<file path="src/rtl/vector_issue_stage_if.sv">
// Handshake and issue bus between the decode side, the issue stage and the execute stage.
// The stage side uses the slave modport. The upstream/environment side uses the master modport.
interface vector_issue_stage_if #(
  parameter int ADDR_WIDTH = 5,
  parameter int ELEN_FIELD = 3,
  parameter int FIFO_DEPTH = 4
);
  localparam int OCC_W = $clog2(FIFO_DEPTH) + 1;

  logic                  in_valid;
  logic                  in_ready;
  logic [ADDR_WIDTH-1:0] in_src1;
  logic [ADDR_WIDTH-1:0] in_src2;
  logic [ADDR_WIDTH-1:0] in_dst;
  logic [ELEN_FIELD-1:0] in_elen;
  logic [2:0]            in_opcode;

  logic                  instr_valid;
  logic [ADDR_WIDTH-1:0] src1;
  logic [ADDR_WIDTH-1:0] src2;
  logic [ADDR_WIDTH-1:0] dst;
  logic [ELEN_FIELD-1:0] elen;
  logic [2:0]            opcode;
  logic                  wb_valid;
  logic [ADDR_WIDTH-1:0] wb_addr;
  logic                  busy;
  logic                  err_illegal;
  logic [OCC_W-1:0]      occupancy;

  modport master (
    output in_valid, in_src1, in_src2, in_dst, in_elen, in_opcode,
    input  in_ready, instr_valid, src1, src2, dst, elen, opcode,
           wb_valid, wb_addr, busy, err_illegal, occupancy
  );

  modport slave (
    input  in_valid, in_src1, in_src2, in_dst, in_elen, in_opcode,
    output in_ready, instr_valid, src1, src2, dst, elen, opcode,
           wb_valid, wb_addr, busy, err_illegal, occupancy
  );
endinterface

</file>
<file path="src/rtl/vector_issue_stage.sv">
// In-order vector issue stage: a small instruction FIFO feeds a single in-flight slot
// whose operands are held stable until the execute stage returns its writeback tag.
module vector_issue_stage #(
  parameter int ADDR_WIDTH   = 5,
  parameter int ELEN_FIELD   = 3,
  parameter int MAX_ELEN     = 5,
  parameter int FIFO_DEPTH   = 4,
  parameter int EXEC_LATENCY = 4
) (
  input  logic                 clk,
  input  logic                 rst,
  vector_issue_stage_if.slave  bus
);
  localparam int PTR_W = $clog2(FIFO_DEPTH);
  localparam int OCC_W = PTR_W + 1;
  localparam int CNT_W = $clog2(EXEC_LATENCY);
  localparam logic [ELEN_FIELD-1:0] MAX_ELEN_C = ELEN_FIELD'(MAX_ELEN);

  typedef struct packed {
    logic [ADDR_WIDTH-1:0] src1;
    logic [ADDR_WIDTH-1:0] src2;
    logic [ADDR_WIDTH-1:0] dst;
    logic [ELEN_FIELD-1:0] elen;
    logic [2:0]            opcode;
  } instr_t;

  typedef enum logic [1:0] {
    S_IDLE,
    S_ISSUE,
    S_BUSY,
    S_DONE
  } state_e;

  state_e           state_q, state_d;
  logic [CNT_W-1:0] cnt_q, cnt_d;
  logic [PTR_W-1:0] wr_ptr_q, wr_ptr_d;
  logic [PTR_W-1:0] rd_ptr_q, rd_ptr_d;
  logic [OCC_W-1:0] count_q, count_d;
  instr_t           hold_q, hold_d;
  logic             err_q, err_d;
  instr_t           mem_q [FIFO_DEPTH];

  instr_t in_instr;
  logic   full, empty, accept, legal, push, pop;

  assign in_instr = '{src1: bus.in_src1, src2: bus.in_src2, dst: bus.in_dst,
                      elen: bus.in_elen, opcode: bus.in_opcode};

  // Ready depends on registered occupancy only; a pop in the same cycle does not free a slot early.
  assign full   = (count_q == OCC_W'(FIFO_DEPTH));
  assign empty  = (count_q == '0);
  assign accept = bus.in_valid && !full;
  assign legal  = (bus.in_elen <= MAX_ELEN_C);
  assign push   = accept && legal;

  // NOTE: every signal driven here gets a default first, so no path leaves it unassigned (no latch).
  always_comb begin
    state_d = state_q;
    cnt_d   = cnt_q;
    pop     = 1'b0;
    unique case (state_q)
      S_IDLE: begin
        if (!empty) begin
          pop     = 1'b1;
          state_d = S_ISSUE;
        end
      end
      S_ISSUE: begin
        cnt_d   = CNT_W'(EXEC_LATENCY - 1);
        state_d = S_BUSY;
      end
      S_BUSY: begin
        cnt_d = cnt_q - CNT_W'(1);
        if (cnt_q == CNT_W'(1)) state_d = S_DONE;
      end
      S_DONE: begin
        if (!empty) begin
          pop     = 1'b1;
          state_d = S_ISSUE;
        end else begin
          state_d = S_IDLE;
        end
      end
      default: state_d = S_IDLE;
    endcase
  end

  always_comb begin
    wr_ptr_d = push ? wr_ptr_q + PTR_W'(1) : wr_ptr_q;
    rd_ptr_d = pop  ? rd_ptr_q + PTR_W'(1) : rd_ptr_q;
    hold_d   = pop  ? mem_q[rd_ptr_q] : hold_q;
    err_d    = accept && !legal;
    unique case ({push, pop})
      2'b10:   count_d = count_q + OCC_W'(1);
      2'b01:   count_d = count_q - OCC_W'(1);
      default: count_d = count_q;
    endcase
  end

  // NOTE: state registers use non-blocking assignment so every flop samples pre-edge values.
  always_ff @(posedge clk) begin
    if (!rst) begin
      state_q  <= S_IDLE;
      cnt_q    <= '0;
      wr_ptr_q <= '0;
      rd_ptr_q <= '0;
      count_q  <= '0;
      hold_q   <= '0;
      err_q    <= 1'b0;
    end else begin
      state_q  <= state_d;
      cnt_q    <= cnt_d;
      wr_ptr_q <= wr_ptr_d;
      rd_ptr_q <= rd_ptr_d;
      count_q  <= count_d;
      hold_q   <= hold_d;
      err_q    <= err_d;
    end
  end

  // NOTE: queue storage is not reset; an entry is only read after a push has written it.
  always_ff @(posedge clk) begin
    if (push) mem_q[wr_ptr_q] <= in_instr;
  end

  assign bus.in_ready    = !full;
  assign bus.instr_valid = (state_q == S_ISSUE);
  assign bus.wb_valid    = (state_q == S_DONE);
  assign bus.wb_addr     = hold_q.dst;
  assign bus.src1        = hold_q.src1;
  assign bus.src2        = hold_q.src2;
  assign bus.dst         = hold_q.dst;
  assign bus.elen        = hold_q.elen;
  assign bus.opcode      = hold_q.opcode;
  assign bus.busy        = (state_q != S_IDLE) || !empty;
  assign bus.err_illegal = err_q;
  assign bus.occupancy   = count_q;
endmodule
</file>
<file path="src/flat_wrapper.sv">
// flat-port wrapper written by rule: the top's interface ports become plain ports
module vector_issue_stage_flat 
#(
  parameter int ADDR_WIDTH   = 5,
  parameter int ELEN_FIELD   = 3,
  parameter int MAX_ELEN     = 5,
  parameter int FIFO_DEPTH   = 4,
  parameter int EXEC_LATENCY = 4
)
  (clk, rst, bus_in_valid, bus_in_src1, bus_in_src2, bus_in_dst, bus_in_elen, bus_in_opcode, bus_in_ready, bus_instr_valid, bus_src1, bus_src2, bus_dst, bus_elen, bus_opcode, bus_wb_valid, bus_wb_addr, bus_busy, bus_err_illegal, bus_occupancy);
  vector_issue_stage_if #(.ADDR_WIDTH(ADDR_WIDTH), .ELEN_FIELD(ELEN_FIELD), .FIFO_DEPTH(FIFO_DEPTH)) bus_i ();
  input  logic clk;
  input  logic rst;
  input wire logic [$bits(bus_i.in_valid)-1:0] bus_in_valid;
  input wire logic [$bits(bus_i.in_src1)-1:0] bus_in_src1;
  input wire logic [$bits(bus_i.in_src2)-1:0] bus_in_src2;
  input wire logic [$bits(bus_i.in_dst)-1:0] bus_in_dst;
  input wire logic [$bits(bus_i.in_elen)-1:0] bus_in_elen;
  input wire logic [$bits(bus_i.in_opcode)-1:0] bus_in_opcode;
  output wire logic [$bits(bus_i.in_ready)-1:0] bus_in_ready;
  output wire logic [$bits(bus_i.instr_valid)-1:0] bus_instr_valid;
  output wire logic [$bits(bus_i.src1)-1:0] bus_src1;
  output wire logic [$bits(bus_i.src2)-1:0] bus_src2;
  output wire logic [$bits(bus_i.dst)-1:0] bus_dst;
  output wire logic [$bits(bus_i.elen)-1:0] bus_elen;
  output wire logic [$bits(bus_i.opcode)-1:0] bus_opcode;
  output wire logic [$bits(bus_i.wb_valid)-1:0] bus_wb_valid;
  output wire logic [$bits(bus_i.wb_addr)-1:0] bus_wb_addr;
  output wire logic [$bits(bus_i.busy)-1:0] bus_busy;
  output wire logic [$bits(bus_i.err_illegal)-1:0] bus_err_illegal;
  output wire logic [$bits(bus_i.occupancy)-1:0] bus_occupancy;
  assign bus_i.in_valid = bus_in_valid;
  assign bus_i.in_src1 = bus_in_src1;
  assign bus_i.in_src2 = bus_in_src2;
  assign bus_i.in_dst = bus_in_dst;
  assign bus_i.in_elen = bus_in_elen;
  assign bus_i.in_opcode = bus_in_opcode;
  assign bus_in_ready = bus_i.in_ready;
  assign bus_instr_valid = bus_i.instr_valid;
  assign bus_src1 = bus_i.src1;
  assign bus_src2 = bus_i.src2;
  assign bus_dst = bus_i.dst;
  assign bus_elen = bus_i.elen;
  assign bus_opcode = bus_i.opcode;
  assign bus_wb_valid = bus_i.wb_valid;
  assign bus_wb_addr = bus_i.wb_addr;
  assign bus_busy = bus_i.busy;
  assign bus_err_illegal = bus_i.err_illegal;
  assign bus_occupancy = bus_i.occupancy;
  vector_issue_stage #(.ADDR_WIDTH(ADDR_WIDTH), .ELEN_FIELD(ELEN_FIELD), .MAX_ELEN(MAX_ELEN), .FIFO_DEPTH(FIFO_DEPTH), .EXEC_LATENCY(EXEC_LATENCY)) u_core (.clk(clk), .rst(rst), .bus(bus_i));
endmodule
</file>
<file path="config.mk">
export PLATFORM = sky130hd
export DESIGN_NAME = vector_issue_stage_flat
export DESIGN_NICKNAME = d
export VERILOG_FILES = /design/src/rtl/vector_issue_stage_if.sv /design/src/rtl/vector_issue_stage.sv /design/src/flat_wrapper.sv
export SDC_FILE = /design/constraint.sdc
export NUM_CORES = 1
export LEC_CHECK = 0
export BUFFER_PORTS_ARGS = -buffer_cell sky130_fd_sc_hd__buf_2
export CAP_MARGIN = 25
export CORE_UTILIZATION = 30
export DETAILED_ROUTE_END_ITERATION = 8
export GPL_ROUTABILITY_DRIVEN = 0
export GPL_TIMING_DRIVEN = 0
export PLACE_DENSITY = 0.56
export SYNTH_ARGS = -nofsm -noshare
export SYNTH_HDL_FRONTEND = slang
export SYNTH_SLANG_ARGS = --single-unit
</file>
<file path="constraint.sdc">
create_clock -name clk -period 5 [get_ports clk]
set_clock_uncertainty 0.15 [all_clocks]
set_input_delay 0.75 -clock clk [delete_from_list [all_inputs] [get_ports clk]]
set_output_delay 0.75 -clock clk [all_outputs]
set_load 0.05 [all_outputs]
</file>
## Word-level counts from Yosys, hierarchy flattened

Memories as Yosys holds them, arrays and structs flattened. A register that Yosys moved wholly into a read port is not among the register bits.
Cells that the tools add are included.

| word-level totals | value |
|---|---|
| register bits | 12 |
| memory bits (writable) | 84 |
| output and inout port bits | 34 |
| logic and storage cells | 47 |
| memories kept | 1 |

Memories:

| memory | words | width | read ports | clocked after Yosys merged registers in | wr ports | line | RTL |
|---|---|---|---|---|---|---|---|
| u_core.mem_q | 4 | 21 | 1 | 1 | 1 | vector_issue_stage.sv:41 | `instr_t mem_q [FIFO_DEPTH];` |

| operators by class | value |
|---|---|
| $add $sub $neg | 5 |
| order comparisons | 1 |
| eq/ne operators | 9 |
| mux-type cells | 10 |
| reduce and logical (&&, ||, !) cells | 15 |

Operators with widths:

| kind | count |
|---|---|
| 2-bit case mux with 4 select lines | 1 |
| 2-bit by 1-bit == test with 1-bit output, second input constant | 3 |
| 2-bit == test, second input constant | 3 |
| 3-bit case mux with 2 select lines | 1 |
| 2-bit nonzero test | 3 |
| 1-bit 2-to-1 mux | 5 |
| 2-bit by 1-bit adder with 2-bit output, second input constant | 2 |
| 1-bit logical NOT | 4 |
| 2-bit 2-to-1 mux | 2 |
| 2-bit case mux with 2 select lines | 1 |
| 3-bit by 1-bit adder with 3-bit output, second input constant | 1 |
| 3-bit == test, second input constant | 1 |
| 3-bit <= comparator, second input constant | 1 |
| 1-bit logical AND | 3 |
| 3-bit logical NOT | 1 |
| 3-bit by 1-bit subtractor with 3-bit output, second input constant | 1 |
| 2-bit logical NOT | 1 |
| 2-bit by 1-bit inequality test with 1-bit output, second input constant | 1 |
| 2-bit inequality test, second input constant | 1 |
| 2-bit AND reduction | 1 |
| 2-bit OR reduction | 1 |
| 2-bit by 1-bit subtractor with 2-bit output, second input constant | 1 |
| 1-bit logical OR | 1 |

## Depth between registers and ports, before layout

Gate-level depths: netlist of the first run.

| depth | value |
|---|---|
| word-level depth | 6 |
| gate-level depth with buffers | 10 |
| depth with buffers taken out | 9 |

## Worst setup path before layout of the first run

OpenSTA, ideal clock, no wires.

| timing | value |
|---|---|
| kind | reg-to-reg |
| from | register u_core.count_q[2], in the netlist u_core.bus.occupancy[2] |
| to | register u_core.count_q[2], in the netlist u_core.bus.occupancy[2] |
| setup time | 0.070 ns |
| data arrival time | 2.834 ns |
| data required time | 4.780 ns |
| setup slack | 1.946 ns |
| cell stages (with the launch flop) | 11 |
| cells stage by stage | dfxtp_1 -> or3b_4 -> and3_4 -> buf_6 -> inv_1 -> ha_1 -> inv_1 -> fa_1 -> xor2_1 -> or3_2 -> a21oi_1 |

| on the way | value |
|---|---|
| cells in the longest elaborated chain, start to end | 6 |

RTL lines:

| item | line | RTL |
|---|---|---|
| start, declared | vector_issue_stage.sv:38 | `logic [OCC_W-1:0] count_q, count_d;` |
| start signal, assigned | vector_issue_stage.sv:115 | `count_q <= count_d;` |
| 3-bit == test * | vector_issue_stage.sv:50 | `assign full = (count_q == OCC_W'(FIFO_DEPTH));` |
| 1-bit logical NOT * | -- |  |
| net bus_in_ready | flat_wrapper.sv:20 | `output wire logic [$bits(bus_i.in_ready)-1:0] bus_in_ready;` |
| 1-bit logical AND * | vector_issue_stage.sv:52 | `assign accept = bus.in_valid && !full;` |
| 1-bit logical AND * | vector_issue_stage.sv:54 | `assign push = accept && legal;` |
| 2-bit by 1-bit == test with 1-bit output or 2-bit == test (tied branches) | vector_issue_stage.sv:93 | `unique case ({push, pop})` |
| 3-bit case mux with 2 select lines or 2-bit nonzero test (tied branches) | -- |  |

The timed path passes the listed nets; every way through them passes the cells marked *.
A chain may end at the register's enable or synchronous reset.

## Worst setup path in the final report of the first run

| timing | value |
|---|---|
| from | register u_core.state_q[0] |
| to | output bus_busy |

| on the way | value |
|---|---|
| cells in the longest elaborated chain, start to end | 2 |

RTL lines:

| item | line | RTL |
|---|---|---|
| start, declared | vector_issue_stage.sv:34 | `state_e state_q, state_d;` |
| start signal, assigned | vector_issue_stage.sv:111 | `state_q <= state_d;` |
| 2-bit nonzero test | vector_issue_stage.sv:135 | `assign bus.busy = (state_q != S_IDLE) \|\| !empty;` |
| 1-bit logical OR | vector_issue_stage.sv:135 |  |
| end, declared | flat_wrapper.sv:29 | `output wire logic [$bits(bus_i.busy)-1:0] bus_busy;` |

Every way passes these cells.

==> flow_metrics.tcl, run 1 <==
set metrics [dict create \
    port_buffers 56 \
    syn_avg_cell_area_sq_um 17.9 \
    timing.critical_path.slowest_stage_cell "sky130_fd_sc_hd__nor4b_1" \
    hpwlAfterDp_mm 5.66 \
    synth-adder-area-share_pct 3.52 \
    powerDensity_nw_per_um2 632 \
    synth_cells 250 \
    cts_root_buffer "sky130_fd_sc_hd__clkbuf_16" \
    postSynthNetCount 286 \
    routedWlPerCell_um 15.9 \
    synth_cell_count_leaders "sky130_fd_sc_hd__edfxtp_1 (84), sky130_fd_sc_hd__dfxtp_1 (33), sky130_fd_sc_hd__a22o_1 (21)" \
    final-hold-violation-count 0 \
    drt_iter0_drc 162 \
    drt-total-wl_mm 8.38 \
    final_period_minus_worst_setup_slack_ns 2.79 \
    cell_chain_critical_path "inv_1 -> ha_1 -> nor4b_1 -> inv_1 -> buf_2" \
    grt_pass1_vias 2403 \
    post_synth_mux_area_share_pct 11.1 \
    max_stage_delay_ns 0.44 \
    crit_path_start_kind "register" \
    synth_ff_type "sky130_fd_sc_hd__edfxtp_1" \
    post_synth_xor_area_fraction_pct 0.392 \
    insertion_delay_ns 0.40 \
    ys_top_cells_by_area "sky130_fd_sc_hd__edfxtp_1 (56%), sky130_fd_sc_hd__dfxtp_1 (15%), sky130_fd_sc_hd__mux4_2 (10%), sky130_fd_sc_hd__a22o_1 (4.1%), sky130_fd_sc_hd__ha_1 (3.1%)" \
    detail-route-antenna-nets 0 \
    p_leak_nw 2.10 \
    synth-warning-count 0 \
    core-area_sq_um 14500 \
    final_core_utilization_pct 38.7 \
    slew_violations 0 \
    worst-path-max-fanout 5 \
    worst_ep_required_time_ns 4.10 \
    run_status "completed" \
    place_area_sq_um 5060 \
    synth_seq_area_share_pct 71.2 \
    cts.path.max_buffers 2 \
    asyncSetResetFlopFracSynth_pct 0 \
    tritoncts "yes" \
    post_cts_resize_count 0 \
    initial_antenna_violation_count 0 \
    h-tree-depth 4 \
    synth_compound_gate_area_share_pct 6.41 \
    die_x_um 124 \
    ios 58 \
    cap_violations 0 \
    rsz_0062_raised_after_global_routing "false" \
    track_usage_pct 11.7 \
    finalPower_mw 3.56 \
    grt_first_pass_wirelength_mm 12.8 \
    cts_hold_repair.buffers 0 \
    postSynthRegisterBits 117 \
    floorplan.rows 44 \
    final_layout_size_suffix_gt1_share_pct 37.1 \
    cts_sinks 117 \
    detailroute.via_count 2381 \
    fmax_mhz 359 \
    fin_area_sq_um 5620 \
    drc 0 \
    worst_setup_hold_path_clk_slew_ns 0.05 \
    synth.top_cell.area_share_pct 56.4 \
    floorplan.die.height_um 124 \
    synth_edf_count 84 \
    synth.most_common_cell "sky130_fd_sc_hd__edfxtp_1" \
    setup.worst_path.class "reg2out" \
    detail_route.first_pass.iterations 4 \
    tritoncts_buffer_count 17 \
    tightest_slew_ns 0.665 \
    timing.critical_path.to_type "primary output" \
    area_delta_synth_final_pct 25.7 \
    antenna-diode-count 0 \
    synth_top_cell_by_area "sky130_fd_sc_hd__edfxtp_1" \
    globalRoute.totalOverflow 0 \
    synth_top_family_by_area "multiplexers" \
    routed_vias_inst 4.53 \
    synth_area_sq_um 4470 \
    critical_path.most_common_cell "sky130_fd_sc_hd__inv_1" \
    final_nets 365 \
    slew_headroom_pct 55.7 \
    filler_cell_count 1358 \
    synth_simple_gate_area_share_pct 3.50 \
    worst_ep_arrival_time_ns 1.89 \
    starting_utilization_of_the_core_area_pct 30.8 \
    worst_hold_class "reg2reg" \
    vdd_ir_drop_max_uv 245 \
    finalSetupViolations 0 \
    period_share_pct 55.8 \
    grt_max_degree 17 \
    postCtsSetupBuffers 0 \
    final.setup.tns_ns 0 \
    die-area_sq_um 15400 \
    post_synth_num_cell_types 36 \
]
[report_power, final]
group          internal, mW  switching (mW)
clock network         0.733           0.417
registers              1.19          0.0807
logic                 0.390           0.747
total                  2.31            1.25
[cell families after synthesis]
family | after synthesis
AO/OA/AOI/OAI | 38
XOR/XNOR | 2
adder cells (fa/ha/maj) | 12
buffers and inverters | 31
flip-flops | 117
multiplexers | 23
AND/OR/NAND/NOR | 27
[worst paths after layout]
path,startpoint,end,slack (ns),cells after the start
hold reg to reg,u_core.bus.elen[0]$_SDFFE_PN0P_,u_core.bus.elen[0]$_SDFFE_PN0P_,0.32,1
setup / recovery,u_core.state_q[0]$_SDFFE_PN0P_,bus_busy,2.21,5
hold / removal,u_core.bus.elen[0]$_SDFFE_PN0P_,u_core.bus.elen[0]$_SDFFE_PN0P_,0.32,1
setup reg to reg,u_core.state_q[1]$_SDFFE_PN0P_,u_core.bus.occupancy[2]$_SDFFE_PN0P_,2.25,10
[layout make-up]
cell class              instances  area, sq um  area share (%)
well taps                     184          230            4.09
multi-input cells             102         1110            19.8
plain buffers                  17          123            2.18
repair buffers                 60          353            6.28
inverters                      14         52.6           0.935
clock buffers                  20          437            7.77
flip-flops and latches        117         3180            56.6
clock inverters                12          130            2.31
[layout by cell type (no fill, tap or decap), types with 2 or more instances in the layout]
| master | n |
|---|---|
| sky130_fd_sc_hd__clkinv_2 | 4 |
| sky130_fd_sc_hd__buf_2 | 61 |
| sky130_fd_sc_hd__edfxtp_1 | 84 |
| sky130_fd_sc_hd__mux4_2 | 20 |
| sky130_fd_sc_hd__buf_8 | 4 |
| sky130_fd_sc_hd__buf_4 | 5 |
| sky130_fd_sc_hd__nor2_1 | 5 |
| sky130_fd_sc_hd__dfxtp_1 | 33 |
| sky130_fd_sc_hd__xor2_1 | 2 |
| sky130_fd_sc_hd__a21oi_1 | 5 |
| sky130_fd_sc_hd__clkinv_4 | 2 |
| sky130_fd_sc_hd__inv_1 | 14 |
| sky130_fd_sc_hd__a22o_1 | 21 |
| sky130_fd_sc_hd__inv_6 | 2 |
| sky130_fd_sc_hd__clkinvlp_4 | 2 |
| sky130_fd_sc_hd__and2_1 | 4 |
| sky130_fd_sc_hd__o31ai_1 | 2 |
| sky130_fd_sc_hd__o21ai_0 | 5 |
| sky130_fd_sc_hd__buf_6 | 3 |
| sky130_fd_sc_hd__nor3_1 | 2 |
| sky130_fd_sc_hd__mux2i_1 | 2 |
| sky130_fd_sc_hd__ha_1 | 11 |
| sky130_fd_sc_hd__clkbuf_1 | 6 |
| sky130_fd_sc_hd__bufinv_16 | 2 |
| sky130_fd_sc_hd__a31oi_1 | 2 |
| sky130_fd_sc_hd__clkbuf_16 | 17 |
| sky130_fd_sc_hd__nand2_1 | 6 |
[state kept, by name (all words and copies together), names as in the netlist]
name	cells
u_core.bus.src2	5
u_core.cnt_q	2
u_core.state_q	2
u_core.bus.src1	5
u_core.rd_ptr_q	2
u_core.wr_ptr_q	2
u_core.bus.dst	5
u_core.bus.opcode	3
u_core.bus.occupancy	3
u_core.mem_q	84
u_core.bus.elen	3
u_core.bus.err_illegal	1
[layer usage]
layer / GRT usage [%] / vias to the layer above / share of wire [%]
met5: 0 / - / 0
met4: 5.13 / 0 / 1.5
met3: 3.39 / 10 / 3.7
met2: 19.6 / 45 / 51
met1: 14.0 / 1190 / 44
li1: - / 1136 / -
[per-stage QoR]
step | setup WS, ns | std cells | hold WS, ns
floorplan | 1.95 | 250 | 0.287
global placement | 2.16 | 490 | 0.302
detailed placement | 2.10 | 494 | 0.314
CTS | 2.19 | 526 | 0.327
global route | 2.04 | 526 | 0.348
finish | 2.21 | 526 | 0.320
[critical path, delay by kind of cell, from the launching register on]
family,cells,cell delay (ns)
and+or+nand+nor,1,0.44
adders and majority gates,1,0.17
buffers and inverters,3,0.56
DFF,1,0.32
Note: power is estimated with default switching activity, not from simulation.
==> run 2: changes to the inputs <==
==> constraint.sdc (replaced) <==
create_clock -name clk -period 2.75 [get_ports clk]
set_clock_uncertainty 0.15 [all_clocks]
set_input_delay 0.4125 -clock clk [delete_from_list [all_inputs] [get_ports clk]]
set_output_delay 0.4125 -clock clk [all_outputs]
set_load 0.05 [all_outputs]
==> run 2 against run 1 <==
Clock power increased by 97%. Critical path depth increased by 5. Global-route usage increased by 0.28 points. Non-clock buffer count decreased by 1. Combinational power increased by 84%. Sequential cell count unchanged. Die area unchanged. Core utilization increased by 0.62 points. Power increased by 88%.
==> flow_metrics.tcl, run 2 (synthesis gave the netlist of run 1 again) <==
set metrics [dict create \
    run_status "completed" \
    routed_vias_inst 4.53 \
    largest_register_ff_count 84 \
    insertion_delay_ns 0.41 \
    core-area_sq_um 14500 \
    initial_antenna_violation_count 0 \
    regMostFlops "u_core.mem_q" \
    slew_violations 0 \
    timing.critical_path.slowest_stage_cell "sky130_fd_sc_hd__or3_2" \
    die_x_um 124 \
    floorplan.rows 44 \
    cts_sinks 117 \
    track_usage_pct 12.0 \
    cts.path.max_buffers 2 \
    fmax_mhz 388 \
    ios 58 \
    most-common-layout-cells "sky130_fd_sc_hd__edfxtp_1 (84), sky130_fd_sc_hd__buf_2 (61), sky130_fd_sc_hd__dfxtp_1 (30)" \
    fin_area_sq_um 5710 \
    antenna-diode-count 0 \
    final_nets 364 \
    worst_hold_class "in2reg" \
    grt_pass1_vias 2411 \
    worst_path_dominant_cell_family "simple AND/OR/NAND/NOR gates" \
    filler_cell_count 1386 \
    worst_ep_arrival_time_ns 2.76 \
    final_core_utilization_pct 39.3 \
    final_layout_size_suffix_gt1_share_pct 38.7 \
    worst_setup_hold_path_clk_slew_ns 0.05 \
    grt_first_pass_wirelength_mm 13.0 \
    cts_root_buffer "sky130_fd_sc_hd__clkbuf_16" \
    sequentialPowerShare_pct 34.6 \
    worst_ep_required_time_ns 2.93 \
    final.setup.tns_ns 0 \
    grt_max_degree 17 \
    detail_route.first_pass.iterations 4 \
    reg2reg_from "u_core.bus.occupancy[2]$_SDFFE_PN0P_" \
    final_period_minus_worst_setup_slack_ns 2.57 \
    h-tree-depth 4 \
    worst_hold_path.num_cells 1 \
    cell_chain_critical_path "or3b_4 -> and3_4 -> buf_6 -> inv_1 -> ha_2 -> inv_1 -> fa_2 -> xor2_1 -> or3_2 -> a21oi_1" \
    holdCritStartpoint "bus_in_src1[2]" \
    routedWlPerCell_um 16.1 \
    rsz_0062_raised_after_global_routing "false" \
    power_frac_clock_pct 34.0 \
    power.net_switching_mw 2.26 \
    final-hold-violation-count 0 \
    setup.worst_path.class "reg2reg" \
    powerDensity_nw_per_um2 1170 \
    crit_path_start_kind "register" \
    slew_headroom_pct 54.7 \
    tritoncts_buffer_count 17 \
    cp_num_buf_inv 3 \
    area_delta_synth_final_pct 27.7 \
    r2r_worst_path_depth 10 \
    drt-total-wl_mm 8.44 \
    hpwlAfterDp_mm 5.52 \
    place_area_sq_um 5100 \
    switching_share_pct 33.7 \
    cts_hold_repair.buffers 0 \
    final.setup.worst_slack_ns 0.175 \
    p_leak_nw 2.13 \
    critical_path.most_common_cell "sky130_fd_sc_hd__inv_1" \
    placement.setup.worst_slack_ns 0.0619 \
    drt_iter0_drc 188 \
    max_stage_delay_ns 0.41 \
    hold_ws_ns 0.0708 \
    hold-path-endpoint "u_core.mem_q[1][18]$_DFFE_PP_" \
    cp-startpoint "u_core.bus.occupancy[2]$_SDFFE_PN0P_" \
    period_share_pct 93.6 \
    timing.critical_path.to_type "register" \
    vdd_ir_drop_max_uv 491 \
    port_buffers 56 \
    rr_endpoint "u_core.bus.occupancy[2]$_SDFFE_PN0P_" \
    detail-route-antenna-nets 0 \
    starting_utilization_of_the_core_area_pct 30.8 \
    tritoncts "yes" \
    die-area_sq_um 15400 \
    drc 0 \
    timing.reg2reg.setup_slack_ns 0.18 \
    cell_internal_pwr_mw 4.43 \
    finalSetupViolations 0 \
    cap_violations 0 \
    detailroute.via_count 2376 \
    final_common_cell "sky130_fd_sc_hd__edfxtp_1" \
    floorplan.die.height_um 124 \
    globalRoute.totalOverflow 0 \
    comb_power_share_pct 31.4 \
    tightest_slew_ns 0.680 \
    worst-path-max-fanout 7 \
]
-- run 2: changes by cell type in the layout (fill, tap and decap cells not counted), moves of 2 or more --
cell / change
sky130_fd_sc_hd__buf_16: +3
sky130_fd_sc_hd__buf_8: -3
sky130_fd_sc_hd__dfxtp_1: -3
sky130_fd_sc_hd__bufinv_16: +2
sky130_fd_sc_hd__clkinv_4: -2
sky130_fd_sc_hd__dfxtp_2: +2
sky130_fd_sc_hd__ha_1: -2
sky130_fd_sc_hd__ha_2: +2
sky130_fd_sc_hd__inv_6: -2
-- run 2: worst max-delay path by stage --
stage,slack [ns],depth (start not counted),end
after global placement,0.09,10,u_core.bus.occupancy[2]$_SDFFE_PN0P_
final,0.18,10,u_core.bus.occupancy[2]$_SDFFE_PN0P_
after detailed placement,0.06,10,u_core.bus.occupancy[2]$_SDFFE_PN0P_
after global routing,0.03,10,u_core.bus.occupancy[2]$_SDFFE_PN0P_
after CTS,0.03,10,u_core.bus.occupancy[2]$_SDFFE_PN0P_
after floorplan,0.03,10,u_core.bus.occupancy[2]$_SDFFE_PN0P_
-- run 2: layout make-up --
type	count	area, sq um	area share (%)
sequential	117	3190	55.8
inverter	14	52.6	0.920
timing repair buffer	60	390	6.83
clock inverter	10	155	2.72
tap	184	230	4.03
multi-input combinational	102	1120	19.6
clock buffer	22	454	7.95
buffer	16	119	2.08
-- run 2: worst reg2reg max path, cell delays in order (launching register included) --
cell                      delay (ns)
sky130_fd_sc_hd__dfxtp_4        0.37
sky130_fd_sc_hd__or3b_4         0.39
sky130_fd_sc_hd__and3_4         0.16
sky130_fd_sc_hd__buf_6          0.12
sky130_fd_sc_hd__inv_1          0.05
sky130_fd_sc_hd__ha_2           0.18
sky130_fd_sc_hd__inv_1          0.05
sky130_fd_sc_hd__fa_2           0.33
sky130_fd_sc_hd__xor2_1         0.16
sky130_fd_sc_hd__or3_2          0.41
sky130_fd_sc_hd__a21oi_1        0.14
-- run 2: power groups by stage --
stage                     Clock (mW)  Combinational (mW)  Sequential [mW]
after floorplan                    0                1.15             2.80
after global placement             0                2.06             2.34
after detailed placement           0                2.13             2.35
after CTS                       2.31                2.13             2.32
after global routing            2.38                2.27             2.35
final                           2.27                2.10             2.31
-- run 2: timing repair --
action,in CTS,in global routing
resized for setup,0,1
setup endpoints to repair,0,1
setup buffers,0,0
-- run 2: stage by stage --
stage / instances / power (mW)
6_report: 525 / 6.68
5_1_grt: 525 / 7.00
4_1_cts: 526 / 6.76
3_5_place_dp: 494 / 4.47
3_3_place_gp: 490 / 4.40
2_1_floorplan: 250 / 3.95
-- run 2: layer usage --
metal	vias up	GRT usage [%]	wire length (um)
met5	-	0	0
met4	0	6.25	95
met3	8	3.85	353
met2	52	19.3	4270
met1	1190	14.4	3730
li1	1126	-	-
==> run 3: changes to the inputs <==
--- a/config.mk
+++ b/config.mk
@@ -7,11 +7,13 @@
 export LEC_CHECK = 0
 export BUFFER_PORTS_ARGS = -buffer_cell sky130_fd_sc_hd__buf_2
 export CAP_MARGIN = 25
+export CELL_PAD_IN_SITES_DETAIL_PLACEMENT = 2
+export CELL_PAD_IN_SITES_GLOBAL_PLACEMENT = 2
 export CORE_UTILIZATION = 30
 export DETAILED_ROUTE_END_ITERATION = 8
 export GPL_ROUTABILITY_DRIVEN = 0
 export GPL_TIMING_DRIVEN = 0
-export PLACE_DENSITY = 0.56
+export PLACE_DENSITY = 0.68
 export SYNTH_ARGS = -nofsm -noshare
 export SYNTH_HDL_FRONTEND = slang
 export SYNTH_SLANG_ARGS = --single-unit
==> run 3 against run 2 <==
Combinational power is 2% higher. Core utilization is 0.22 points lower. Critical path depth stayed put. Via count is 4.7% higher. Worst setup slack worse by 0.075 ns. Sequential share of layout area is 0.31 points higher. Die area stayed put. Power is 1.3% lower. Fmax is 2.8% lower. Worst hold slack worse by 0.0095 ns. Clock-buffer cell count is 1 higher. Largest cell class unchanged. Largest power group unchanged. Highest routed layer unchanged.
==> flow_metrics.tcl, run 3 (synthesis gave the netlist of run 1 again) <==
set metrics [dict create \
    largest_register_ff_count 84 \
    worst_path_dominant_cell_family "simple AND/OR/NAND/NOR gates" \
    detail-route-antenna-nets 0 \
    switching_share_pct 35.2 \
    area_delta_synth_final_pct 27.0 \
    crit_path_start_kind "register" \
    final_period_minus_worst_setup_slack_ns 2.65 \
    most-common-layout-cells "sky130_fd_sc_hd__edfxtp_1 (84), sky130_fd_sc_hd__buf_2 (61), sky130_fd_sc_hd__dfxtp_1 (30)" \
    sequentialPowerShare_pct 35.2 \
    power.net_switching_mw 2.32 \
    timing.critical_path.slowest_stage_cell "sky130_fd_sc_hd__or3_2" \
    ios 58 \
    globalRoute.totalOverflow 0 \
    p_leak_nw 2.11 \
    hpwlAfterDp_mm 6.85 \
    rsz_0062_raised_after_global_routing "false" \
    max_stage_delay_ns 0.42 \
    run_status "completed" \
    finalSetupViolations 0 \
    drt-total-wl_mm 9.91 \
    drt_iter0_drc 208 \
    final_layout_size_suffix_gt1_share_pct 39.3 \
    core-area_sq_um 14500 \
    cell_internal_pwr_mw 4.28 \
    cts_hold_repair.buffers 0 \
    die-area_sq_um 15400 \
    cp_num_buf_inv 3 \
    placement.setup.worst_slack_ns 0.00297 \
    regMostFlops "u_core.mem_q" \
    starting_utilization_of_the_core_area_pct 30.8 \
    cts.path.max_buffers 2 \
    critical_path.most_common_cell "sky130_fd_sc_hd__inv_1" \
    hold_ws_ns 0.0613 \
    cell_chain_critical_path "or3b_4 -> and3_4 -> buf_6 -> inv_1 -> ha_2 -> inv_1 -> fa_2 -> xor2_1 -> or3_2 -> a21oi_2" \
    cts_root_buffer "sky130_fd_sc_hd__clkbuf_16" \
    setup.worst_path.class "reg2reg" \
    worst_hold_class "in2reg" \
    comb_power_share_pct 32.4 \
    globalRouteMet1Util_pct 16.6 \
    track_usage_pct 14.1 \
    tritoncts_buffer_count 17 \
    final_nets 364 \
    grt_max_degree 17 \
    final_common_cell "sky130_fd_sc_hd__edfxtp_1" \
    antenna-diode-count 0 \
    slew_violations 0 \
    cts_sinks 117 \
    initial_antenna_violation_count 0 \
    floorplan.die.height_um 124 \
    power_frac_clock_pct 32.4 \
    die_x_um 124 \
    grt_first_pass_wirelength_mm 15.0 \
    worst_ep_required_time_ns 2.94 \
    postCtsSetupBuffers 0 \
    h-tree-depth 4 \
    insertion_delay_ns 0.42 \
    filler_cell_count 1422 \
    port_buffers 56 \
    timing.critical_path.to_type "register" \
    final-hold-violation-count 0 \
    floorplan.rows 44 \
    worst_setup_hold_path_clk_slew_ns 0.05 \
    post_cts_resize_count 1 \
    fmax_mhz 377 \
    vdd_ir_drop_max_uv 527 \
    final.setup.tns_ns 0 \
    routedWlPerCell_um 18.9 \
    grt.met2_usage_pct 22.7 \
    detail_route.first_pass.iterations 4 \
    worst-path-max-fanout 7 \
    grt_pass1_vias 2662 \
    cap_violations 0 \
    tightest_slew_ns 0.731 \
    period_share_pct 96.4 \
    drc 0 \
    tritoncts "yes" \
    powerDensity_nw_per_um2 1160 \
    detailroute.via_count 2488 \
    grt.busiest_layer "met2" \
    slew_headroom_pct 51.2 \
    worst_ep_arrival_time_ns 2.84 \
    routed_vias_inst 4.74 \
    gr-usage-met3_pct 4.90 \
    final.setup.worst_slack_ns 0.100 \
]
[run 3: cell types whose count changed in the layout (fill, tap and decap cells not counted)]
cell / previous run / this run
sky130_fd_sc_hd__nor2_1: 5 / 4
sky130_fd_sc_hd__nor2_2: 0 / 1
sky130_fd_sc_hd__bufinv_16: 4 / 2
sky130_fd_sc_hd__clkinv_4: 0 / 1
sky130_fd_sc_hd__a21oi_1: 5 / 4
sky130_fd_sc_hd__a21oi_2: 0 / 1
sky130_fd_sc_hd__clkbuf_8: 1 / 2
[run 3: layout make-up]
cell class	count	area [sq um]	share of cell area (%)
timing repair buffer	60	390	6.87
sequential	117	3190	56.1
inverter	14	52.6	0.925
clock buffer	23	468	8.24
tap	184	230	4.05
clock inverter	9	104	1.83
multi-input combinational	102	1130	19.9
buffer	16	119	2.09
[run 3: power groups by stage]
stage | Clock (mW) | Sequential (mW) | Combinational, mW
final | 2.14 | 2.32 | 2.14
after global routing | 2.27 | 2.35 | 2.32
after CTS | 2.19 | 2.33 | 2.18
after detailed placement | 0 | 2.36 | 2.16
after global placement | 0 | 2.34 | 2.08
after floorplan | 0 | 2.80 | 1.15
[run 3: worst register-to-register path, delay by kind of cell (launching register included)]
kind,cells,cell delay (ns)
compound gates,1,0.14
simple gates,3,0.97
flops,1,0.37
fa+ha+maj,2,0.54
buf+inv,3,0.26
xor+xnor,1,0.15
[run 3: per-stage QoR]
stage	total power [mW]	util, %	instance area, sq um	std cells
floorplan	3.95	-	4480	250
global placement	4.42	34.4	4990	490
detailed placement	4.52	35.1	5100	494
CTS	6.69	39.0	5680	525
global route	6.93	39.1	5680	525
finish	6.60	39.1	5680	525
[run 3: routing by layer]
metal	part of all wire [%]	up-vias
met3	4.1	17
li1	-	1125
met5	0	-
met1	43	1296
met4	2.3	0
met2	50	50
[run 3: path summary, 6_finish.rpt]
path | from | to | slack, ns | depth (start not counted)
worst min register to register | u_core.bus.src1[3]$_SDFFE_PN0P_ | u_core.bus.src1[3]$_SDFFE_PN0P_ | 0.32 | 1
worst max register to register | u_core.bus.occupancy[2]$_SDFFE_PN0P_ | u_core.bus.occupancy[2]$_SDFFE_PN0P_ | 0.10 | 10
worst max-delay path | u_core.bus.occupancy[2]$_SDFFE_PN0P_ | u_core.bus.occupancy[2]$_SDFFE_PN0P_ | 0.10 | 10
worst min-delay path | bus_in_dst[2] | u_core.mem_q[0][8]$_DFFE_PP_ | 0.06 | 1
